## config.mk

```make
export PLATFORM = sky130hd
export DESIGN_NAME = beat_scheduler_flat
export DESIGN_NICKNAME = d
export VERILOG_FILES = /design/src/rtl/beat_scheduler_if.sv /design/src/rtl/beat_scheduler.sv /design/src/flat_wrapper.sv
export SDC_FILE = /design/constraint.sdc
export NUM_CORES = 1
export LEC_CHECK = 0
export BUFFER_PORTS_ARGS = -buffer_cell sky130_fd_sc_hd__buf_2
export CORE_UTILIZATION = 35
export CTS_BUF_LIST = sky130_fd_sc_hd__clkbuf_4 sky130_fd_sc_hd__clkbuf_8 sky130_fd_sc_hd__clkbuf_16
export CTS_CLUSTER_DIAMETER = 200
export DETAILED_ROUTE_END_ITERATION = 10
export GPL_TIMING_DRIVEN = 0
export SYNTH_ARGS = -nofsm -noshare
export SYNTH_HDL_FRONTEND = slang
export SYNTH_SLANG_ARGS = --single-unit
export TNS_END_PERCENT = 1
```

## constraint.sdc

```tcl
create_clock -name clk -period 5.6 [get_ports clk]
set_clock_uncertainty 0.2 [all_clocks]
set_input_delay 0.28 -clock clk [delete_from_list [all_inputs] [get_ports clk]]
set_output_delay 0.28 -clock clk [all_outputs]
set_load 0.02 [all_outputs]
```

## src/rtl/beat_scheduler_if.sv

```systemverilog
// Game-sequencer bus: control inputs from buttons/collision, game status outputs.
interface beat_scheduler_if;
    logic       start;
    logic       pause;
    logic       correct_hit;
    logic       incorrect_hit;
    logic       arrow_valid;
    logic [1:0] game_state;
    logic       beat;
    logic       advance;
    logic       window_open;
    logic       miss;
    logic [3:0] level;
    logic [1:0] lives;

    // Stimulus / consumer side
    modport master (
        output start, pause, correct_hit, incorrect_hit, arrow_valid,
        input  game_state, beat, advance, window_open, miss, level, lives
    );

    // Sequencer side
    modport slave (
        input  start, pause, correct_hit, incorrect_hit, arrow_valid,
        output game_state, beat, advance, window_open, miss, level, lives
    );
endinterface

```

## src/rtl/beat_scheduler.sv

```systemverilog
// Tempo-scaled beat generator, hit-window timer and IDLE/RUN/PAUSE/OVER game sequencer.
module beat_scheduler #(
    parameter int unsigned BASE_PERIOD     = 50000000,
    parameter int unsigned MIN_PERIOD      = 12500000,
    parameter int unsigned PERIOD_STEP     = 2500000,
    parameter int unsigned WINDOW          = 10000000,
    parameter int unsigned COMBO_PER_LEVEL = 8,
    parameter int unsigned LIVES           = 3
) (
    input  logic              clk,
    input  logic              reset,
    beat_scheduler_if.slave   bus
);

    typedef enum logic [1:0] {
        ST_IDLE  = 2'd0,
        ST_RUN   = 2'd1,
        ST_PAUSE = 2'd2,
        ST_OVER  = 2'd3
    } state_e;

    localparam int unsigned CNT_W    = 27;
    localparam int unsigned WIN_W    = (WINDOW > 2) ? $clog2(WINDOW) : 1;
    localparam int unsigned COMBO_W  = (COMBO_PER_LEVEL > 2) ? $clog2(COMBO_PER_LEVEL) : 1;
    localparam int unsigned MAX_DROP = BASE_PERIOD - MIN_PERIOD;

    state_e             state_q, state_d;
    logic [CNT_W-1:0]   cnt_q, cnt_d;
    logic [CNT_W-1:0]   period_q, period_d;
    logic [WIN_W-1:0]   win_cnt_q, win_cnt_d;
    logic               win_open_q, win_open_d;
    logic               win_pend_q, win_pend_d;
    logic               hit_taken_q, hit_taken_d;
    logic               beat_q, beat_d;
    logic               advance_q, advance_d;
    logic               miss_q, miss_d;
    logic [COMBO_W-1:0] combo_q, combo_d;
    logic [3:0]         level_q, level_d;
    logic [1:0]         lives_q, lives_d;
    logic [31:0]        drop;
    logic               hit_ok;

    // Next-state, counters, window and scoring
    always_comb begin
        // Clamp on the drop amount so the subtraction can never underflow
        drop        = 32'(level_q) * PERIOD_STEP;
        period_d    = (drop >= MAX_DROP) ? CNT_W'(MIN_PERIOD) : CNT_W'(BASE_PERIOD - drop);
        hit_ok      = win_open_q && !hit_taken_q && (bus.correct_hit || bus.incorrect_hit);
        state_d     = state_q;
        cnt_d       = cnt_q;
        win_cnt_d   = win_cnt_q;
        win_open_d  = win_open_q;
        win_pend_d  = win_pend_q;
        hit_taken_d = hit_taken_q;
        beat_d      = 1'b0;
        advance_d   = 1'b0;
        miss_d      = 1'b0;
        combo_d     = combo_q;
        level_d     = level_q;
        lives_d     = lives_q;

        if (bus.start && state_q != ST_PAUSE) begin
            // Game (re)start: fresh level-0 beat from now
            state_d     = ST_RUN;
            cnt_d       = CNT_W'(BASE_PERIOD - 1);
            win_open_d  = 1'b0;
            win_pend_d  = 1'b0;
            hit_taken_d = 1'b0;
            combo_d     = '0;
            level_d     = '0;
            lives_d     = 2'(LIVES);
        end else begin
            case (state_q)
                ST_IDLE: begin
                    if (cnt_q == '0) begin
                        beat_d = 1'b1;
                        cnt_d  = period_q - CNT_W'(1);
                    end else begin
                        cnt_d = cnt_q - CNT_W'(1);
                    end
                end
                ST_RUN: begin
                    if (lives_q == '0) begin
                        state_d    = ST_OVER;
                        win_open_d = 1'b0;
                        win_pend_d = 1'b0;
                    end else begin
                        if (bus.pause) state_d = ST_PAUSE;
                        if (cnt_q == '0) begin
                            beat_d     = 1'b1;
                            advance_d  = 1'b1;
                            win_pend_d = 1'b1;
                            cnt_d      = period_q - CNT_W'(1);
                        end else begin
                            cnt_d = cnt_q - CNT_W'(1);
                        end
                        // Pending flag survives a pause landing right after advance
                        if (win_pend_q) begin
                            win_pend_d  = 1'b0;
                            win_open_d  = 1'b1;
                            win_cnt_d   = WIN_W'(WINDOW - 1);
                            hit_taken_d = 1'b0;
                        end else if (win_open_q) begin
                            if (hit_ok) begin
                                hit_taken_d = 1'b1;
                                if (bus.incorrect_hit) begin
                                    combo_d = '0;
                                    lives_d = lives_q - 2'd1;
                                end else if (combo_q == COMBO_W'(COMBO_PER_LEVEL - 1)) begin
                                    combo_d = '0;
                                    if (level_q != 4'hF) level_d = level_q + 4'd1;
                                end else begin
                                    combo_d = combo_q + COMBO_W'(1);
                                end
                            end
                            if (win_cnt_q == '0) begin
                                win_open_d = 1'b0;
                                // A hit on the last open cycle still counts
                                if (bus.arrow_valid && !hit_taken_q && !hit_ok) begin
                                    miss_d  = 1'b1;
                                    combo_d = '0;
                                    lives_d = lives_q - 2'd1;
                                end
                            end else begin
                                win_cnt_d = win_cnt_q - WIN_W'(1);
                            end
                        end
                    end
                end
                ST_PAUSE: begin
                    if (!bus.pause) state_d = ST_RUN;
                end
                ST_OVER: ;
                default: state_d = ST_IDLE;
            endcase
        end
    end

    // State and output registers
    always_ff @(posedge clk or negedge reset) begin
        if (!reset) begin
            state_q     <= ST_IDLE;
            cnt_q       <= CNT_W'(BASE_PERIOD - 1);
            period_q    <= CNT_W'(BASE_PERIOD);
            win_cnt_q   <= '0;
            win_open_q  <= 1'b0;
            win_pend_q  <= 1'b0;
            hit_taken_q <= 1'b0;
            beat_q      <= 1'b0;
            advance_q   <= 1'b0;
            miss_q      <= 1'b0;
            combo_q     <= '0;
            level_q     <= '0;
            lives_q     <= 2'(LIVES);
        end else begin
            state_q     <= state_d;
            cnt_q       <= cnt_d;
            period_q    <= period_d;
            win_cnt_q   <= win_cnt_d;
            win_open_q  <= win_open_d;
            win_pend_q  <= win_pend_d;
            hit_taken_q <= hit_taken_d;
            beat_q      <= beat_d;
            advance_q   <= advance_d;
            miss_q      <= miss_d;
            combo_q     <= combo_d;
            level_q     <= level_d;
            lives_q     <= lives_d;
        end
    end

    assign bus.game_state  = state_q;
    assign bus.beat        = beat_q;
    assign bus.advance     = advance_q;
    assign bus.window_open = win_open_q;
    assign bus.miss        = miss_q;
    assign bus.level       = level_q;
    assign bus.lives       = lives_q;

endmodule
```

## src/flat_wrapper.sv

```systemverilog
// flat-port wrapper written by rule: the top's interface ports become plain ports
module beat_scheduler_flat 
#(
    parameter int unsigned BASE_PERIOD     = 50000000,
    parameter int unsigned MIN_PERIOD      = 12500000,
    parameter int unsigned PERIOD_STEP     = 2500000,
    parameter int unsigned WINDOW          = 10000000,
    parameter int unsigned COMBO_PER_LEVEL = 8,
    parameter int unsigned LIVES           = 3
)
  (clk, reset, bus_start, bus_pause, bus_correct_hit, bus_incorrect_hit, bus_arrow_valid, bus_game_state, bus_beat, bus_advance, bus_window_open, bus_miss, bus_level, bus_lives);
  beat_scheduler_if bus_i ();
  input  logic clk;
  input  logic reset;
  input wire logic [$bits(bus_i.start)-1:0] bus_start;
  input wire logic [$bits(bus_i.pause)-1:0] bus_pause;
  input wire logic [$bits(bus_i.correct_hit)-1:0] bus_correct_hit;
  input wire logic [$bits(bus_i.incorrect_hit)-1:0] bus_incorrect_hit;
  input wire logic [$bits(bus_i.arrow_valid)-1:0] bus_arrow_valid;
  output wire logic [$bits(bus_i.game_state)-1:0] bus_game_state;
  output wire logic [$bits(bus_i.beat)-1:0] bus_beat;
  output wire logic [$bits(bus_i.advance)-1:0] bus_advance;
  output wire logic [$bits(bus_i.window_open)-1:0] bus_window_open;
  output wire logic [$bits(bus_i.miss)-1:0] bus_miss;
  output wire logic [$bits(bus_i.level)-1:0] bus_level;
  output wire logic [$bits(bus_i.lives)-1:0] bus_lives;
  assign bus_i.start = bus_start;
  assign bus_i.pause = bus_pause;
  assign bus_i.correct_hit = bus_correct_hit;
  assign bus_i.incorrect_hit = bus_incorrect_hit;
  assign bus_i.arrow_valid = bus_arrow_valid;
  assign bus_game_state = bus_i.game_state;
  assign bus_beat = bus_i.beat;
  assign bus_advance = bus_i.advance;
  assign bus_window_open = bus_i.window_open;
  assign bus_miss = bus_i.miss;
  assign bus_level = bus_i.level;
  assign bus_lives = bus_i.lives;
  beat_scheduler #(.BASE_PERIOD(BASE_PERIOD), .MIN_PERIOD(MIN_PERIOD), .PERIOD_STEP(PERIOD_STEP), .WINDOW(WINDOW), .COMBO_PER_LEVEL(COMBO_PER_LEVEL), .LIVES(LIVES)) u_core (.clk(clk), .reset(reset), .bus(bus_i));
endmodule
```

# Word-level counts from Yosys, hierarchy flattened
# Cells that the tools add are included.
dict set report classes {
  reduce_logical 28
  mux 70
  n_eq_ne 12
  bitwise 2
  multipliers 1
  addsub 7
  order_cmp 1
}
# operator n
set op_table {}
lappend op_table {{2-to-1 mux 27 bit} 4}
lappend op_table {{2-to-1 mux 24 bit} 3}
lappend op_table {{case mux 27 bit (2 select lines)} 1}
lappend op_table {{subtractor 27 x 1 -> 27 bit (second input constant)} 2}
lappend op_table {{2-to-1 mux 4 bit} 9}
lappend op_table {{2-to-1 mux 3 bit} 10}
lappend op_table {{2-to-1 mux 1 bit} 28}
lappend op_table {{logical NOT 27 bit} 1}
lappend op_table {{subtractor 26 x 26 -> 27 bit (first input constant)} 1}
lappend op_table {{greater-or-equal comparator 26 bit (second input constant)} 1}
lappend op_table {{2-to-1 mux 2 bit} 13}
lappend op_table {{logical NOT 24 bit} 1}
lappend op_table {{subtractor 24 x 1 -> 24 bit (second input constant)} 1}
lappend op_table {{multiplier 4 x 17 -> 21 bit (second input constant)} 1}
lappend op_table {{nonzero test 2 bit} 6}
lappend op_table {{nonzero test 3 bit} 4}
lappend op_table {{AND reduction 4 bit} 2}
lappend op_table {{AND reduction 8 bit} 1}
lappend op_table {{!= test 2 x 1 -> 1 bit (second input constant)} 3}
lappend op_table {{!= test 3 x 2 -> 1 bit (second input constant)} 2}
lappend op_table {{logical AND 1 bit} 5}
lappend op_table {{AND reduction 5 bit} 1}
lappend op_table {{adder 4 x 1 -> 4 bit (second input constant)} 1}
lappend op_table {{logical NOT 2 bit} 2}
lappend op_table {{15 further kinds} 18}
dict set report word_totals {
  in_bits 7
  wordCells 134
  output_inout_bits 12
  ff_bits 95
}

# Longest topological paths before layout
dict set report depth {
  ltp_word 12
  ltp_mapped 14
}

# Worst setup path before layout
# Ideal clock, no wire load.
dict set report synth_timing {
  path_type {register -> register}
  from {reg u_core.level_q[2], in the netlist u_core.bus.level[2]}
  to {reg u_core.period_q[16]}
  setup_time_ps 152
  synth_period_minus_slack_ps 4483
  n_path_buf 0
  required_ps 5248
  stages_incl_launch_ff 13
  setup_slack_ps 1117
  t_arrival_ps 4130
  cell_sequence {dfrtp_1 > clkinv_1 > ha_1 > fa_1 > inv_1 > ha_1 > nor2b_1 > o31ai_1 > a21oi_1 > xor2_1 > nand3_1 > o31ai_1 > nor3_1}
}
dict set report synth_via {
  elab_chain_len 3
  word_cells_on_any_way 4
}
# element line
set synth_lines {}
lappend synth_lines {{start, declared} beat_scheduler.sv:38} ;# logic [3:0] level_q, level_d;
lappend synth_lines {{start signal, assigned} beat_scheduler.sv:167} ;# level_q <= level_d;
lappend synth_lines {{multiplier 4 x 17 -> 21 bit *} beat_scheduler.sv:46} ;# drop = 32'(level_q) * PERIOD_STEP;
lappend synth_lines {{subtractor 26 x 26 -> 27 bit / greater-or-equal comparator 26 bit (equally long branches)} beat_scheduler.sv:47} ;# period_d = (drop >= MAX_DROP) ? CNT_W'(MIN_PERIOD) : CNT_W'(BASE_PERIOD - drop);
lappend synth_lines {{2-to-1 mux 27 bit *} beat_scheduler.sv:47}
lappend synth_lines {{named net u_core.period_d[16]} beat_scheduler.sv:29} ;# logic [CNT_W-1:0] period_q, period_d;
lappend synth_lines {{end signal, assigned} beat_scheduler.sv:144} ;# period_q <= CNT_W'(BASE_PERIOD);
lappend synth_lines {{end signal, assigned} beat_scheduler.sv:158} ;# period_q <= period_d;
lappend synth_lines {{end, declared} beat_scheduler.sv:29}
# Mark *: on every way through the listed nets, which the timed path passes. The rest lies on a longest branch.
# A chain may end at the register's enable or synchronous reset.

# Final worst setup path
# Same ends and word-level chain as after synthesis.

==> results.txt <==
status - finished, final reports clean
Hold Crit Class - in2reg
gr usage total - 17.98%
Die Y-Extent - 135.8 µm
clock latency on the worst-skew pair - 350 ps
sequential area share after synthesis - 36.58%
postcts setup bufs - 0
starting density of the core - 35.98%
TritonCTS buffer count - 9
Nets - 773
total die area - 18440 µm²
Post-Syn Area per Cell - 8.951 µm²
Remaining Overflow, GRT - 0
crit path time final - 5228 ps
CP endpoint kind - flip-flop
Register Area - 2292 µm²
Peak VDD IR - 0.2032 mV
Filler Cells Inserted - 1760
First-pass DRT Iterations - 4
Placement Rows - 48
Root Buffer Master - clkbuf_16
I/O pins - 19
total wire length - 15.80 mm
largest net degree at the start of global routing - 62
RSZ-0062 raised after global routing - false
Distinct cells, synth - 78
htree depth - 3
GPL Wtd Cong - 0.8307
syn nets - 742
synthesized cell area - 6266 µm²
#FFs+latches synth - 90
mean number of vias per cell - 5.598
P_leak - 2.983 nW
Pwr Density - 252.2 nW/µm²
Clock Pin Slew Worst Setup and Hold Paths - 70 ps
Core Area - 17420 µm²
CTS sink count - 90
drt wl/cell - 16.44 µm
setup TNS - 0 ps
area grow syn2layout - 11.76%
worst hold stages - 3
IO buf count - 18
vias in the first global route - 5085
Routed Antenna Nets - 0
hpwl dp - 11.60 mm
Arr. time, crit path - 5210 ps
Fmax - 191.3 MHz
DR DRC count - 0
Least-Margin Pin Slew - 1001 ps
period utilization - 93.36%
n_diodes - 0
worst setup path class - reg2reg
crit start category - flip-flop
TritonCTS clock tree - built
Slew Limit Fails - 0
CP required - 5580 ps
Power Total - 1.766 mW
Worst Setup Slack, final - 371.7 ps
Post-synth EDFFs - 0
top_reg_cell synth - dfrtp_1
commonest non-fill, non-tap cell in the layout - dfrtp_1
Final setup viols - 0
Max clock buf depth - 2
initial antenna violation count - 0
first-pass GRT wire length - 26.24 mm
YS warnings - 0
async set-reset flop share out of synthesis - 100.0%
MaxCap Viol Count - 0
Final Hold Vio Count - 0
Rel. slew slack - 32.70%
number of DRC markers in iteration 0 - 344
Place WS - 99.71 ps
area of the multi-input gates - 3744 µm²
Worst Reg2Reg Path Length in Cells - 12
Crit Path Max Fanout - 11
vias post-DR - 5380
commonest non-fill, non-tap cells in the layout - 58 x dfrtp_1, 56 x nand2_1, 53 x nor2_1, 41 x a21oi_1, 36 x o21ai_0
Gate Count Post-Synth - 700
Chip Width - 135.8 µm
share of cells above drive strength 1 - 12.91%
[layout make-up]
class	count	area share [%]
Buffer	30	1.912
Clock buffer	13	3.645
Clock inverter	3	0.9291
Inverter	27	1.447
Multi-Input combinational cell	553	53.46
Sequential cell	90	32.73
Tap cell	225	4.020
Timing Repair Buffer	20	1.858
[state kept, by name (all words and copies together), names as in the netlist, 2 cells and up]
register and count:
u_core.bus.game_state 2, u_core.bus.level 4, u_core.bus.lives 2, u_core.cnt_q 27, u_core.combo_q 3, u_core.period_q 22
u_core.win_cnt_q 24
[stage by stage]
stage          util, %  hold slack (ps)  cells  instance area (µm²)
3_5_place_dp     38.28            47.33    944                 6668
2_1_floorplan        -           -215.6    700                 6266
3_3_place_gp     38.11            301.9    943                 6638
6_report         40.21            53.63    961                 7003
5_1_grt          40.21            52.75    961                 7003
4_1_cts          40.18            42.00    961                 6998
[cell usage after synthesis (10+ instances only)]
cell type	number	area, µm²
dfrtp_1	58	1451
nand2_1	56	210.2
nor2_1	53	198.9
a21oi_1	41	205.2
o21ai_0	36	180.2
ha_1	33	412.9
dfstp_2	32	840.8
xnor2_1	30	262.8
nor3_1	28	140.1
inv_1	26	97.59
clkbuf_1	22	82.58
nand3_1	20	100.1
or3_1	19	118.9
a211oi_1	15	112.6
nand2b_1	15	93.84
nor4_1	14	87.58
nor2b_1	10	62.56
[kinds of logic (layout without fill, tap and decap cells)]
kind of cell | Yosys count | in the layout | share of synthesized area (%)
AO/OA/AOI/OAI | 204 | 204 | 23.36
flip-flops | 90 | 90 | 36.58
buffers and inverters | 57 | 93 | 3.754
AND/OR/NAND/NOR | 269 | 269 | 22.70
XOR/XNOR | 38 | 38 | 5.312
adder cells (fa/ha/maj) | 35 | 35 | 7.229
other | 1 | 1 | 0.05985
multiplexers | 6 | 6 | 0.9984
[worst paths after layout]
| check | startpoint | to | slack, ps |
|---|---|---|---|
| setup reg to reg | u_core.bus.level[2] | u_core.period_q[16] | 370 |
| hold / removal | bus_pause | u_core.bus.game_state[0] | 50 |
| hold reg to reg | u_core.cnt_q[5] | u_core.cnt_q[5] | 320 |
| max in group asynchronous | reset | u_core.period_q[7] | 4310 |
| min in group asynchronous | reset | u_core.win_cnt_q[2] | 200 |
| setup / recovery | u_core.bus.level[2] | u_core.period_q[16] | 370 |
[critical path, stage by stage, from the launching register on]
cell	delay, ps
dfrtp_1	630
clkinv_1	380
ha_1	430
fa_1	510
inv_1	50
ha_1	340
nor2b_1	190
o31ai_2	640
a21oi_1	170
xor2_1	400
nand3_1	160
o31ai_1	830
nor3_1	140
[per-layer routing]
metal	GRT usage, %	part of all wire [%]	vias up
li1	-	-	2700
met1	25.64	51	2560
met2	27.35	44	106
met3	3.330	3.6	14
met4	5.368	1.1	0
met5	0	0	-
[what timing repair did]
item,CTS,global route
endpoints found under the setup margin,0,7
hold buffers,1,0
endpoints found under the hold margin,25,0
resized for setup,0,1
[where the power goes]
part | total [mW] | leakage (nW) | switching [mW] | internal, mW
logic | 0.390 | 1.70 | 0.261 | 0.128
registers | 0.718 | 1.12 | 0.0312 | 0.686
clock network | 0.659 | 0.161 | 0.248 | 0.411
No activity file was read; power rests on OpenSTA's default activity.
